==> src/rtl/ast_tensor_job_sequencer.sv <==
// Job sequencer for the tensor unit: fetches A, B and optional bias W from word SRAM,
// pushes them into the unit, starts it, waits for done and drains X back to SRAM.
module ast_tensor_job_sequencer #(
    parameter int DATAWIDTH = 14,
    parameter int SIZE      = 4,
    parameter int ADDR_W    = 10,
    parameter int TIMEOUT   = 1024,
    localparam int DIM      = $clog2(SIZE) + 1
) (
    input  logic                 clk,
    input  logic                 reset,
    input  logic                 cmd_valid,
    output logic                 cmd_ready,
    input  logic [DIM-1:0]       cmd_a_dep,
    input  logic [DIM-1:0]       cmd_a_wid,
    input  logic [DIM-1:0]       cmd_b_dep,
    input  logic [DIM-1:0]       cmd_b_wid,
    input  logic                 cmd_relu,
    input  logic                 cmd_bias,
    input  logic [ADDR_W-1:0]    cmd_a_addr,
    input  logic [ADDR_W-1:0]    cmd_b_addr,
    input  logic [ADDR_W-1:0]    cmd_w_addr,
    input  logic [ADDR_W-1:0]    cmd_x_addr,
    output logic                 rsp_valid,
    input  logic                 rsp_ready,
    output logic                 rsp_err,
    output logic [ADDR_W-1:0]    mem_addr,
    output logic                 mem_rd,
    output logic                 mem_wr,
    output logic [DATAWIDTH-1:0] mem_wdata,
    input  logic [DATAWIDTH-1:0] mem_rdata,
    output logic                 tu_wen,
    output logic [1:0]           tu_set,
    output logic [DIM-1:0]       tu_depth,
    output logic [DIM-1:0]       tu_width,
    output logic [DATAWIDTH-1:0] tu_data_in,
    output logic                 tu_start,
    output logic                 tu_ren,
    output logic                 tu_relu,
    output logic                 tu_clear,
    input  logic                 tu_busy,
    input  logic                 tu_done,
    input  logic [DATAWIDTH-1:0] tu_data_out
);
    localparam int NW    = 2 * DIM;
    localparam int TW    = $clog2(TIMEOUT + 1);
    localparam int CNT_W = (TW > NW + 1) ? TW : NW + 1;

    typedef enum logic [3:0] {
        S_IDLE, S_CHECK, S_LOAD_A, S_LOAD_B, S_LOAD_W, S_START, S_WAIT, S_DRAIN, S_RESP
    } state_t;

    state_t             state_q, state_d;
    logic [CNT_W-1:0]   cnt_q, cnt_d;
    logic               err_q, err_d;
    logic [DIM-1:0]     a_dep_q, a_dep_d, a_wid_q, a_wid_d, b_dep_q, b_dep_d, b_wid_q, b_wid_d;
    logic               relu_q, relu_d, bias_q, bias_d;
    logic [ADDR_W-1:0]  a_addr_q, a_addr_d, b_addr_q, b_addr_d, w_addr_q, w_addr_d, x_addr_q, x_addr_d;
    logic               push_vld_q, push_vld_d;
    logic [1:0]         push_set_q, push_set_d;
    logic [DIM-1:0]     push_dep_q, push_dep_d, push_wid_q, push_wid_d;

    logic [CNT_W-1:0]   n_a, n_b, n_w, ld_n;
    logic [ADDR_W-1:0]  ld_base;
    logic [1:0]         ld_set;
    logic [DIM-1:0]     ld_dep, ld_wid;
    logic               ld_last, ld_active, rd_en, ld_done, dims_bad, timeout_hit;
    logic               unused_busy;

    // Busy is informational only; completion is signalled solely by tu_done.
    assign unused_busy = tu_busy;

    assign n_a = CNT_W'(a_dep_q) * CNT_W'(a_wid_q);
    assign n_b = CNT_W'(b_dep_q) * CNT_W'(b_wid_q);
    assign n_w = CNT_W'(a_wid_q) * CNT_W'(b_dep_q);

    assign dims_bad = (a_dep_q == '0) || (a_wid_q == '0) || (b_dep_q == '0) || (b_wid_q == '0) ||
                      (a_dep_q > DIM'(SIZE)) || (a_wid_q > DIM'(SIZE)) ||
                      (b_dep_q > DIM'(SIZE)) || (b_wid_q > DIM'(SIZE)) || (a_dep_q != b_wid_q);

    assign timeout_hit = (cnt_q == CNT_W'(TIMEOUT - 1));

    always_comb begin
        ld_n      = '0;
        ld_base   = '0;
        ld_set    = 2'd0;
        ld_dep    = '0;
        ld_wid    = '0;
        ld_last   = 1'b0;
        ld_active = 1'b1;
        case (state_q)
            S_LOAD_A: begin ld_n = n_a; ld_base = a_addr_q; ld_set = 2'd0; ld_dep = a_dep_q; ld_wid = a_wid_q; end
            S_LOAD_B: begin ld_n = n_b; ld_base = b_addr_q; ld_set = 2'd1; ld_dep = b_dep_q; ld_wid = b_wid_q;
                            ld_last = !bias_q; end
            S_LOAD_W: begin ld_n = n_w; ld_base = w_addr_q; ld_set = 2'd3; ld_dep = b_dep_q; ld_wid = a_wid_q;
                            ld_last = 1'b1; end
            default:  ld_active = 1'b0;
        endcase
    end

    // The final load set holds one extra cycle so its last push lands before tu_start.
    assign rd_en   = ld_active && (cnt_q < ld_n);
    assign ld_done = ld_last ? (cnt_q == ld_n) : (cnt_q == ld_n - CNT_W'(1));

    always_ff @(posedge clk) begin
        if (reset) begin
            state_q    <= S_IDLE;
            cnt_q      <= '0;
            err_q      <= 1'b0;
            push_vld_q <= 1'b0;
            push_set_q <= 2'd0;
            push_dep_q <= '0;
            push_wid_q <= '0;
        end else begin
            state_q    <= state_d;
            cnt_q      <= cnt_d;
            err_q      <= err_d;
            push_vld_q <= push_vld_d;
            push_set_q <= push_set_d;
            push_dep_q <= push_dep_d;
            push_wid_q <= push_wid_d;
        end
    end

    always_ff @(posedge clk) begin
        a_dep_q  <= a_dep_d;   a_wid_q  <= a_wid_d;
        b_dep_q  <= b_dep_d;   b_wid_q  <= b_wid_d;
        relu_q   <= relu_d;    bias_q   <= bias_d;
        a_addr_q <= a_addr_d;  b_addr_q <= b_addr_d;
        w_addr_q <= w_addr_d;  x_addr_q <= x_addr_d;
    end

    always_comb begin
        state_d  = state_q;
        cnt_d    = cnt_q;
        err_d    = err_q;
        a_dep_d  = a_dep_q;   a_wid_d  = a_wid_q;
        b_dep_d  = b_dep_q;   b_wid_d  = b_wid_q;
        relu_d   = relu_q;    bias_d   = bias_q;
        a_addr_d = a_addr_q;  b_addr_d = b_addr_q;
        w_addr_d = w_addr_q;  x_addr_d = x_addr_q;
        push_vld_d = rd_en;
        push_set_d = rd_en ? ld_set : push_set_q;
        push_dep_d = rd_en ? ld_dep : push_dep_q;
        push_wid_d = rd_en ? ld_wid : push_wid_q;
        case (state_q)
            S_IDLE: if (cmd_valid) begin
                a_dep_d  = cmd_a_dep;   a_wid_d  = cmd_a_wid;
                b_dep_d  = cmd_b_dep;   b_wid_d  = cmd_b_wid;
                relu_d   = cmd_relu;    bias_d   = cmd_bias;
                a_addr_d = cmd_a_addr;  b_addr_d = cmd_b_addr;
                w_addr_d = cmd_w_addr;  x_addr_d = cmd_x_addr;
                err_d    = 1'b0;
                cnt_d    = '0;
                state_d  = S_CHECK;
            end
            S_CHECK: begin
                cnt_d = '0;
                if (dims_bad) begin
                    err_d   = 1'b1;
                    state_d = S_RESP;
                end else begin
                    state_d = S_LOAD_A;
                end
            end
            S_LOAD_A, S_LOAD_B, S_LOAD_W: begin
                if (ld_done) begin
                    cnt_d = '0;
                    if (state_q == S_LOAD_A)     state_d = S_LOAD_B;
                    else if (ld_last)            state_d = S_START;
                    else                         state_d = S_LOAD_W;
                end else begin
                    cnt_d = cnt_q + CNT_W'(1);
                end
            end
            S_START: begin
                cnt_d   = '0;
                state_d = S_WAIT;
            end
            S_WAIT: begin
                if (tu_done) begin
                    cnt_d   = '0;
                    state_d = S_DRAIN;
                end else if (timeout_hit) begin
                    cnt_d   = '0;
                    err_d   = 1'b1;
                    state_d = S_RESP;
                end else begin
                    cnt_d = cnt_q + CNT_W'(1);
                end
            end
            S_DRAIN: begin
                if (cnt_q == n_w - CNT_W'(1)) begin
                    cnt_d   = '0;
                    state_d = S_RESP;
                end else begin
                    cnt_d = cnt_q + CNT_W'(1);
                end
            end
            S_RESP: if (rsp_ready) state_d = S_IDLE;
            default: state_d = S_IDLE;
        endcase
    end

    always_comb begin
        cmd_ready  = (state_q == S_IDLE);
        rsp_valid  = 1'b0;
        rsp_err    = 1'b0;
        mem_rd     = rd_en;
        mem_wr     = 1'b0;
        mem_addr   = rd_en ? ld_base + ADDR_W'(cnt_q) : '0;
        mem_wdata  = '0;
        tu_wen     = push_vld_q;
        tu_set     = push_set_q;
        tu_depth   = push_dep_q;
        tu_width   = push_wid_q;
        tu_data_in = push_vld_q ? mem_rdata : '0;
        tu_start   = 1'b0;
        tu_ren     = 1'b0;
        tu_relu    = 1'b0;
        tu_clear   = 1'b0;
        case (state_q)
            S_START: begin tu_start = 1'b1; tu_relu = relu_q; end
            S_WAIT: begin
                tu_relu  = relu_q;
                tu_clear = timeout_hit && !tu_done;
            end
            S_DRAIN: begin
                tu_relu   = relu_q;
                tu_ren    = 1'b1;
                mem_wr    = 1'b1;
                mem_addr  = x_addr_q + ADDR_W'(cnt_q);
                mem_wdata = tu_data_out;
            end
            S_RESP: begin rsp_valid = 1'b1; rsp_err = err_q; end
            default: ;
        endcase
    end
endmodule

==> config.mk <==
export PLATFORM = sky130hd
export DESIGN_NAME = ast_tensor_job_sequencer
export DESIGN_NICKNAME = d
export VERILOG_FILES = /design/src/rtl/ast_tensor_job_sequencer.sv
export SDC_FILE = /design/constraint.sdc
export NUM_CORES = 1
export LEC_CHECK = 0
export CAP_MARGIN = 30
export CORE_MARGIN = 8
export CORE_UTILIZATION = 54
export DETAILED_ROUTE_END_ITERATION = 8
export GPL_ROUTABILITY_DRIVEN = 1
export PLACE_DENSITY = 0.87
export SLEW_MARGIN = 20
export SYNTH_ARGS = -nofsm -noshare
export SYNTH_HDL_FRONTEND = slang
export SYNTH_SLANG_ARGS = --single-unit
==> constraint.sdc <==
create_clock -name clk -period 9.6 [get_ports clk]
set_clock_uncertainty 0.2 [all_clocks]
set_input_delay 1.44 -clock clk [delete_from_list [all_inputs] [get_ports clk]]
set_output_delay 1.44 -clock clk [all_outputs]
set_load 0.02 [all_outputs]
== Word-level counts from Yosys, hierarchy flattened ==
Cells that the tools add are included.

* Register bits after elaboration: 79
* Input port bits: 88
* Word-level logic and storage cells: 118

* Add/subtract/negate cells: 5
* $mul: 3
* $lt $le $gt $ge: 5
* Eq/ne operators: 21
* Multiplexer cells: 39
* Reduce and logical (&&, ||, !) cells: 28

{| class="wikitable"
|+ Operators with widths
! operator !! count
|-
| 2-to-1 mux 11 bit || 5
|-
| one-hot mux 11 bit (5 select lines) || 1
|-
| equality test 11 bit || 3
|-
| one-hot mux 10 bit (3 select lines) || 1
|-
| 2-to-1 mux 14 bit || 2
|-
| 2-to-1 mux 4 bit || 7
|-
| one-hot mux 4 bit (7 select lines) || 1
|-
| adder 10 bit || 2
|-
| 2-to-1 mux 10 bit || 2
|-
| multiplier 3 x 3 -> 6 bit || 3
|-
| one-hot mux 6 bit (3 select lines) || 1
|-
| equality test 4 x 3 -> 1 bit (second input constant) || 4
|-
| 2-to-1 mux 1 bit || 13
|-
| greater-than comparator 3 bit (second input constant) || 4
|-
| logical NOT 3 bit || 4
|-
| != test 2 bit (second input constant) || 6
|-
| one-hot mux 3 bit (2 select lines) || 2
|-
| adder 11 x 1 -> 11 bit (second input constant) || 1
|-
| equality test 11 x 10 -> 1 bit (second input constant) || 1
|-
| < comparator 11 bit || 1
|-
| subtractor 11 x 1 -> 11 bit (second input constant) || 1
|-
| AND reduction 5 bit || 2
|-
| equality test 4 x 2 -> 1 bit (second input constant) || 2
|-
| logical OR 1 bit || 8
|-
| 18 further kinds || 24
|}

== Depth between registers and ports, before layout ==
* Depth after elaboration: 11
* Mapped depth: 19
* Mapped depth without buffers: 16

== Least setup slack after synthesis ==
Ideal clock, no wire load.

* Kind: input to register
* Start: input cmd_valid
* End: register a_addr_q[0], enable pin
* Setup time: 535 ps
* Arrival time: 5273 ps
* Data required time: 8865 ps
* Slack: 3592 ps
* Stages: 2
* Path buffers: 0
* Cell sequence: inv_1 nor3_1

* Word-level cells in the longest chain between the ends: 1

{| class="wikitable"
|+ RTL lines
! item !! RTL line !! text
|-
| start, declared || 12 || <nowiki>input logic cmd_valid,</nowiki>
|-
| AND reduction 2 bit (no source line) || -- ||
|-
| end signal, assigned || 129 || <nowiki>a_addr_q <= a_addr_d; b_addr_q <= b_addr_d;</nowiki>
|-
| end, declared || 58 || <nowiki>logic [ADDR_W-1:0] a_addr_q, a_addr_d, b_addr_q, b_addr_d, w_addr_q, w_addr_d, x_addr_q, x_addr_d;</nowiki>
|}

Every way passes these cells.
A chain may end at the register's enable or synchronous reset.

== Final worst setup path ==
* Start: register a_wid_q[0]
* End: output mem_addr[1]

* Word-level cells in the longest chain between the ends: 6
* Elaborated cells between the ends (all ways): 7

{| class="wikitable"
|+ RTL lines
! item !! RTL line !! text
|-
| start, declared || 56 || <nowiki>logic [DIM-1:0] a_dep_q, a_dep_d, a_wid_q, a_wid_d, b_dep_q, b_dep_d, b_wid_q, b_wid_d;</nowiki>
|-
| start signal, assigned || 126 || <nowiki>a_dep_q <= a_dep_d; a_wid_q <= a_wid_d;</nowiki>
|-
| multiplier 3 x 3 -> 6 bit, on equally long branches || 75, 73 ||
|-
| one-hot mux 6 bit (3 select lines) * || 91 || <nowiki>case (state_q)</nowiki>
|-
| < comparator 11 bit * || 102 || <nowiki>assign rd_en = ld_active && (cnt_q < ld_n);</nowiki>
|-
| logical AND 1 bit * || 102 ||
|-
| 2-to-1 mux 10 bit * || 211 || <nowiki>mem_addr = rd_en ? ld_base + ADDR_W'(cnt_q) : '0;</nowiki>
|-
| 2-to-1 mux 10 bit * || 222 || <nowiki>case (state_q)</nowiki>
|-
| end, declared || 27 || <nowiki>output logic [ADDR_W-1:0] mem_addr,</nowiki>
|}

Every way passes the cells marked *; elsewhere a longest branch is shown, timed or not.

==> impl.org <==
** STA
- Setup repair after global routing missed its margin :: false
- FMAX :: 139.3 MHz
- Tightest hold margin :: 0.2826 ns
- Final Hold Viols :: 0
- Setup slack closes at 2.423 ns.
- Measured slew at the worst slew-check pin :: ~0.93 ns
- Period utilization :: 74.76%
- The number of max-slew violations in the final report came to 0.
- Worst rel slew slack :: a little under two fifths
- Sum Neg Setup Slack :: 0 ns
- Shortest clock period the worst path allows after layout :: between 7 and 8 ns
- Setup violations remaining at the end of the flow were counted as 0.

** Setup path
- The worst setup path is of the reg -> out kind.
- STA puts the critical path data required time at 7.96 ns.
- Of all nets on the critical path, the largest fanout is 18.
- The critical path contains buffers and inverters numbering 3 combined.
- For flop-to-flop paths, the worst setup slack is 4.77 ns.
- Slowest-stage cell, CP :: sky130_fd_sc_hd__a2111o_1
- Traced cell by cell, the critical path runs through nand2_1 > fa_1 > inv_1 > ha_1 > fa_1 > xor2_1 > a222oi_1 > ha_1 > o21ai_0 > nand2b_1 > a2111o_1 > inv_1 > nand2_1 > o21ai_0 > clkdlybuf4s50_1.
- Worst path arrival time :: 5.54 ns
- The worst setup path is captured at an output port.
- Largest stage delay on the critical path :: about 0.7 ns
- The worst setup path is launched from a flop.
- Crit path max-delay family :: adder cells

** Detailed routing
- In this run, the number of DRC markers left after iteration 0 of detailed routing was 282.
- DR vias :: 4928
- Summed over all layers, the routed wires come to 15480 um.
- Length of the first detailed-routing pass in iterations :: 7
- The count of nets left with antenna violations once routing finished came out at 0.
- Routed length per instance :: between 15 and 20 um
- Via/cell ratio :: 5.798
- DRC viols :: 0

** CTS
- Post-CTS timing repair inserted 0 buffers for setup.
- Buffers inserted to repair hold after CTS numbered 0.
- TritonCTS built the clock tree.
- The later pin in the worst-skew pair is clocked with a latency of 0.37 ns.
- Clock Root Buffer :: sky130_fd_sc_hd__clkbuf_8
- The number of gates resized after CTS was 0.
- Largest buffer count on any clock path :: 2
- Sink count of the clock tree :: 79
- Number of buffers created by CTS :: 9
- H-Tree Level Count :: 3
- Reg clk slew, reported paths :: roughly 0.08 ns

** Floorplan
- Overall die height :: between 100 and 150 um
- Width of the die :: 116.9 um
- The die covers 13670 um2.
- Number of core rows :: 37
- Once the floorplan was initialized, standard cells occupied 54.49% of the core.
- The floorplan step defined a core boundary enclosing between 10000 and 15000 um2.
- Boundary Pins :: 144

** Power
- Power spread over the standard cell area amounts to between 100 and 150 nW/um2.
- Summed over all cells, the static leakage comes to 0.002833 uW.
- IR analysis of the VDD net gives a maximum drop of 0.1191 mV.

** Synthesis
- Leading cell types by total area after synthesis :: sky130_fd_sc_hd__edfxtp_1 (29%), sky130_fd_sc_hd__ha_1 (9.6%), sky130_fd_sc_hd__dfxtp_1 (9.1%)
- By count the netlist is led by sky130_fd_sc_hd__edfxtp_1 (54), sky130_fd_sc_hd__nand2_1 (52), sky130_fd_sc_hd__and2_1 (49).
- After technology mapping, the gate count stands at around 580.
- EDFF count, synth :: 54
- The biggest area contributor in the post-synthesis netlist is sky130_fd_sc_hd__edfxtp_1.
- After synthesis, the netlist uses 65 different library cells.
- Post-synthesis instance area :: 5499 um2
- In this run, synthesis produced a sequential element count of 79.
- Syn Area/Cell :: ~9.5 um2
- Post-synthesis net count :: 717
- In the post-synthesis netlist, the cell with the most instances is sky130_fd_sc_hd__edfxtp_1.
- Most frequently used flop master after synthesis :: sky130_fd_sc_hd__edfxtp_1
- Sequential area share after synthesis :: between 30% and 40%
- Of the post-synthesis cell area, the dominant cell type holds 29.49%.
- YS warnings :: 0
- Proportion of register bits with asynchronous set or reset after synthesis :: 0%

** Placement
- Number of I/O port buffers :: approximately 140
- Weighted congestion reported at the end of routability-driven placement :: 0.9090
- DP Worst Slack :: 2.798 ns
- Post-Place Cells :: between 800 and 900
- Detailed placement ended at an HPWL of ~12000 um.

** Status
- Run status :: finished clean

** GRT
- Maximum number of pins on one net before global-route repair :: 29
- The number of antenna violations at the first check in global routing is 0.
- For this run the aggregate overflow at the end of global routing stands at 0.
- The via count of the first global-routing pass came to 5102.
- The first global-routing pass estimated 24660 um of wire.
- In the global route stage, overall resource usage came out at a little under a quarter.

** Cells and area
- Net count of the finished layout :: 847
- In the final layout, the share of cells above drive strength 1 is 4.622%.
- Ant diodes :: 0
- From synthesis to final layout, the design area changed by 31.60%.
- Utilization after layout :: 71.71%
- Fin cells :: 850

** Run
- The tool flagged a number of max-cap violations equal to 0.

** Hold path
- The tightest min-delay check is of the reg -> reg type.
[power breakdown]
part	total, uW	switching, uW	internal [uW]
clock	305	130	175
combinational	193	98.0	95.2
sequential	432	29.6	403
total	930	258	672
[cell usage in the layout, fill, tap and decap left out, types with 3 or more instances in the layout]
| cell | count |
|---|---|
| sky130_fd_sc_hd__bufinv_16 | 3 |
| sky130_fd_sc_hd__clkbuf_8 | 9 |
| sky130_fd_sc_hd__edfxtp_1 | 54 |
| sky130_fd_sc_hd__and3b_1 | 4 |
| sky130_fd_sc_hd__nand4_1 | 4 |
| sky130_fd_sc_hd__a21o_1 | 9 |
| sky130_fd_sc_hd__nor3_1 | 11 |
| sky130_fd_sc_hd__ha_1 | 42 |
| sky130_fd_sc_hd__a21oi_1 | 40 |
| sky130_fd_sc_hd__or3_1 | 8 |
| sky130_fd_sc_hd__dfxtp_1 | 25 |
| sky130_fd_sc_hd__a221oi_1 | 6 |
| sky130_fd_sc_hd__clkdlybuf4s50_1 | 142 |
| sky130_fd_sc_hd__nand2_1 | 52 |
| sky130_fd_sc_hd__mux2i_1 | 3 |
| sky130_fd_sc_hd__nand3b_1 | 5 |
| sky130_fd_sc_hd__o21ai_0 | 24 |
| sky130_fd_sc_hd__nor4_1 | 4 |
| sky130_fd_sc_hd__nor2_1 | 31 |
| sky130_fd_sc_hd__nand2b_1 | 7 |
| sky130_fd_sc_hd__nor2b_1 | 10 |
| sky130_fd_sc_hd__fa_1 | 8 |
| sky130_fd_sc_hd__and2_1 | 49 |
| sky130_fd_sc_hd__xnor2_1 | 27 |
| sky130_fd_sc_hd__nand3_1 | 18 |
| sky130_fd_sc_hd__inv_1 | 23 |
| sky130_fd_sc_hd__o22ai_1 | 9 |
| sky130_fd_sc_hd__xor2_1 | 12 |
| sky130_fd_sc_hd__o21bai_1 | 6 |
| sky130_fd_sc_hd__buf_4 | 5 |
| sky130_fd_sc_hd__a22oi_1 | 12 |
| sky130_fd_sc_hd__nor3b_1 | 3 |
| sky130_fd_sc_hd__or2_2 | 4 |
[path summary, 6_finish.rpt]
path	cells after the start	from	end
hold reg to reg	2	tu_set[1]$_SDFFE_PP0P_	tu_set[1]$_SDFFE_PP0P_
hold / removal	2	tu_set[1]$_SDFFE_PP0P_	tu_set[1]$_SDFFE_PP0P_
setup / recovery	15	a_wid_q[0]$_DFFE_PP_	mem_addr[1]
setup reg to reg	14	b_dep_q[0]$_DFFE_PP_	cnt_q[7]$_SDFFE_PP0P_
[cell type report]
| class | count | area, um2 |
|---|---|---|
| multi-input cells | 448 | 3153 |
| fillers | 776 | 2855 |
| inverters | 24 | 90.09 |
| clock buffers | 10 | 127.6 |
| flip-flops and latches | 79 | 2122 |
| clock inverters | 6 | 115.1 |
| repair buffers | 147 | 1459 |
| well taps | 136 | 170.2 |
[worst reg2reg max path: stages, from the launching register on]
cell and delay, ns:
sky130_fd_sc_hd__edfxtp_1 0.52, sky130_fd_sc_hd__and2_1 0.22, sky130_fd_sc_hd__fa_1 0.48, sky130_fd_sc_hd__ha_1 0.24, sky130_fd_sc_hd__fa_1 0.49, sky130_fd_sc_hd__mux2i_1 0.07, sky130_fd_sc_hd__nor3b_1 0.35, sky130_fd_sc_hd__a21oi_1 0.15
sky130_fd_sc_hd__ha_1 0.32, sky130_fd_sc_hd__and4_1 0.18, sky130_fd_sc_hd__nand3_1 0.08, sky130_fd_sc_hd__o32ai_1 0.44, sky130_fd_sc_hd__o21ai_0 0.36, sky130_fd_sc_hd__o21bai_1 0.51, sky130_fd_sc_hd__a21oi_1 0.09
[metrics by stage]
| stage | total power [uW] | cell area [um2] |
|---|---|---|
| after global routing | 970.9 | 7237 |
| after CTS | 932.9 | 7237 |
| after floorplan | 557.8 | 5499 |
| final | 930.5 | 7237 |
| after global placement | 619.8 | 6994 |
| after detailed placement | 630.6 | 6994 |
[kinds of logic after synthesis]
family / Yosys count / synth area share [%]
AOI/OAI and AO/OA: 132 / 15.61
and+or+nand+nor: 223 / 22.09
muxes: 4 / 0.7509
adders and majority gates: 50 / 12.47
xor gates and xnor gates: 39 / 6.212
DFF: 79 / 38.59
buffers and inverters: 52 / 4.277
[layer usage]
metal,track usage [%],vias to the layer above,share of wire (%)
met5,0,-,0
met3,4.618,30,8.3
met1,26.45,2339,40
li1,-,2351,-
met2,41.25,208,50
met4,9.130,0,1.8
[sequential cells by signal, indices dropped and copies added (netlist names)]
register	cells
a_addr_q	10
a_dep_q	3
a_wid_q	3
b_addr_q	10
b_dep_q	3
b_wid_q	3
bias_q	1
cnt_q	11
err_q	1
relu_q	1
state_q	4
tu_depth	3
tu_set	2
tu_wen	1
tu_width	3
w_addr_q	10
x_addr_q	10
No activity file was read; power rests on OpenSTA's default activity.
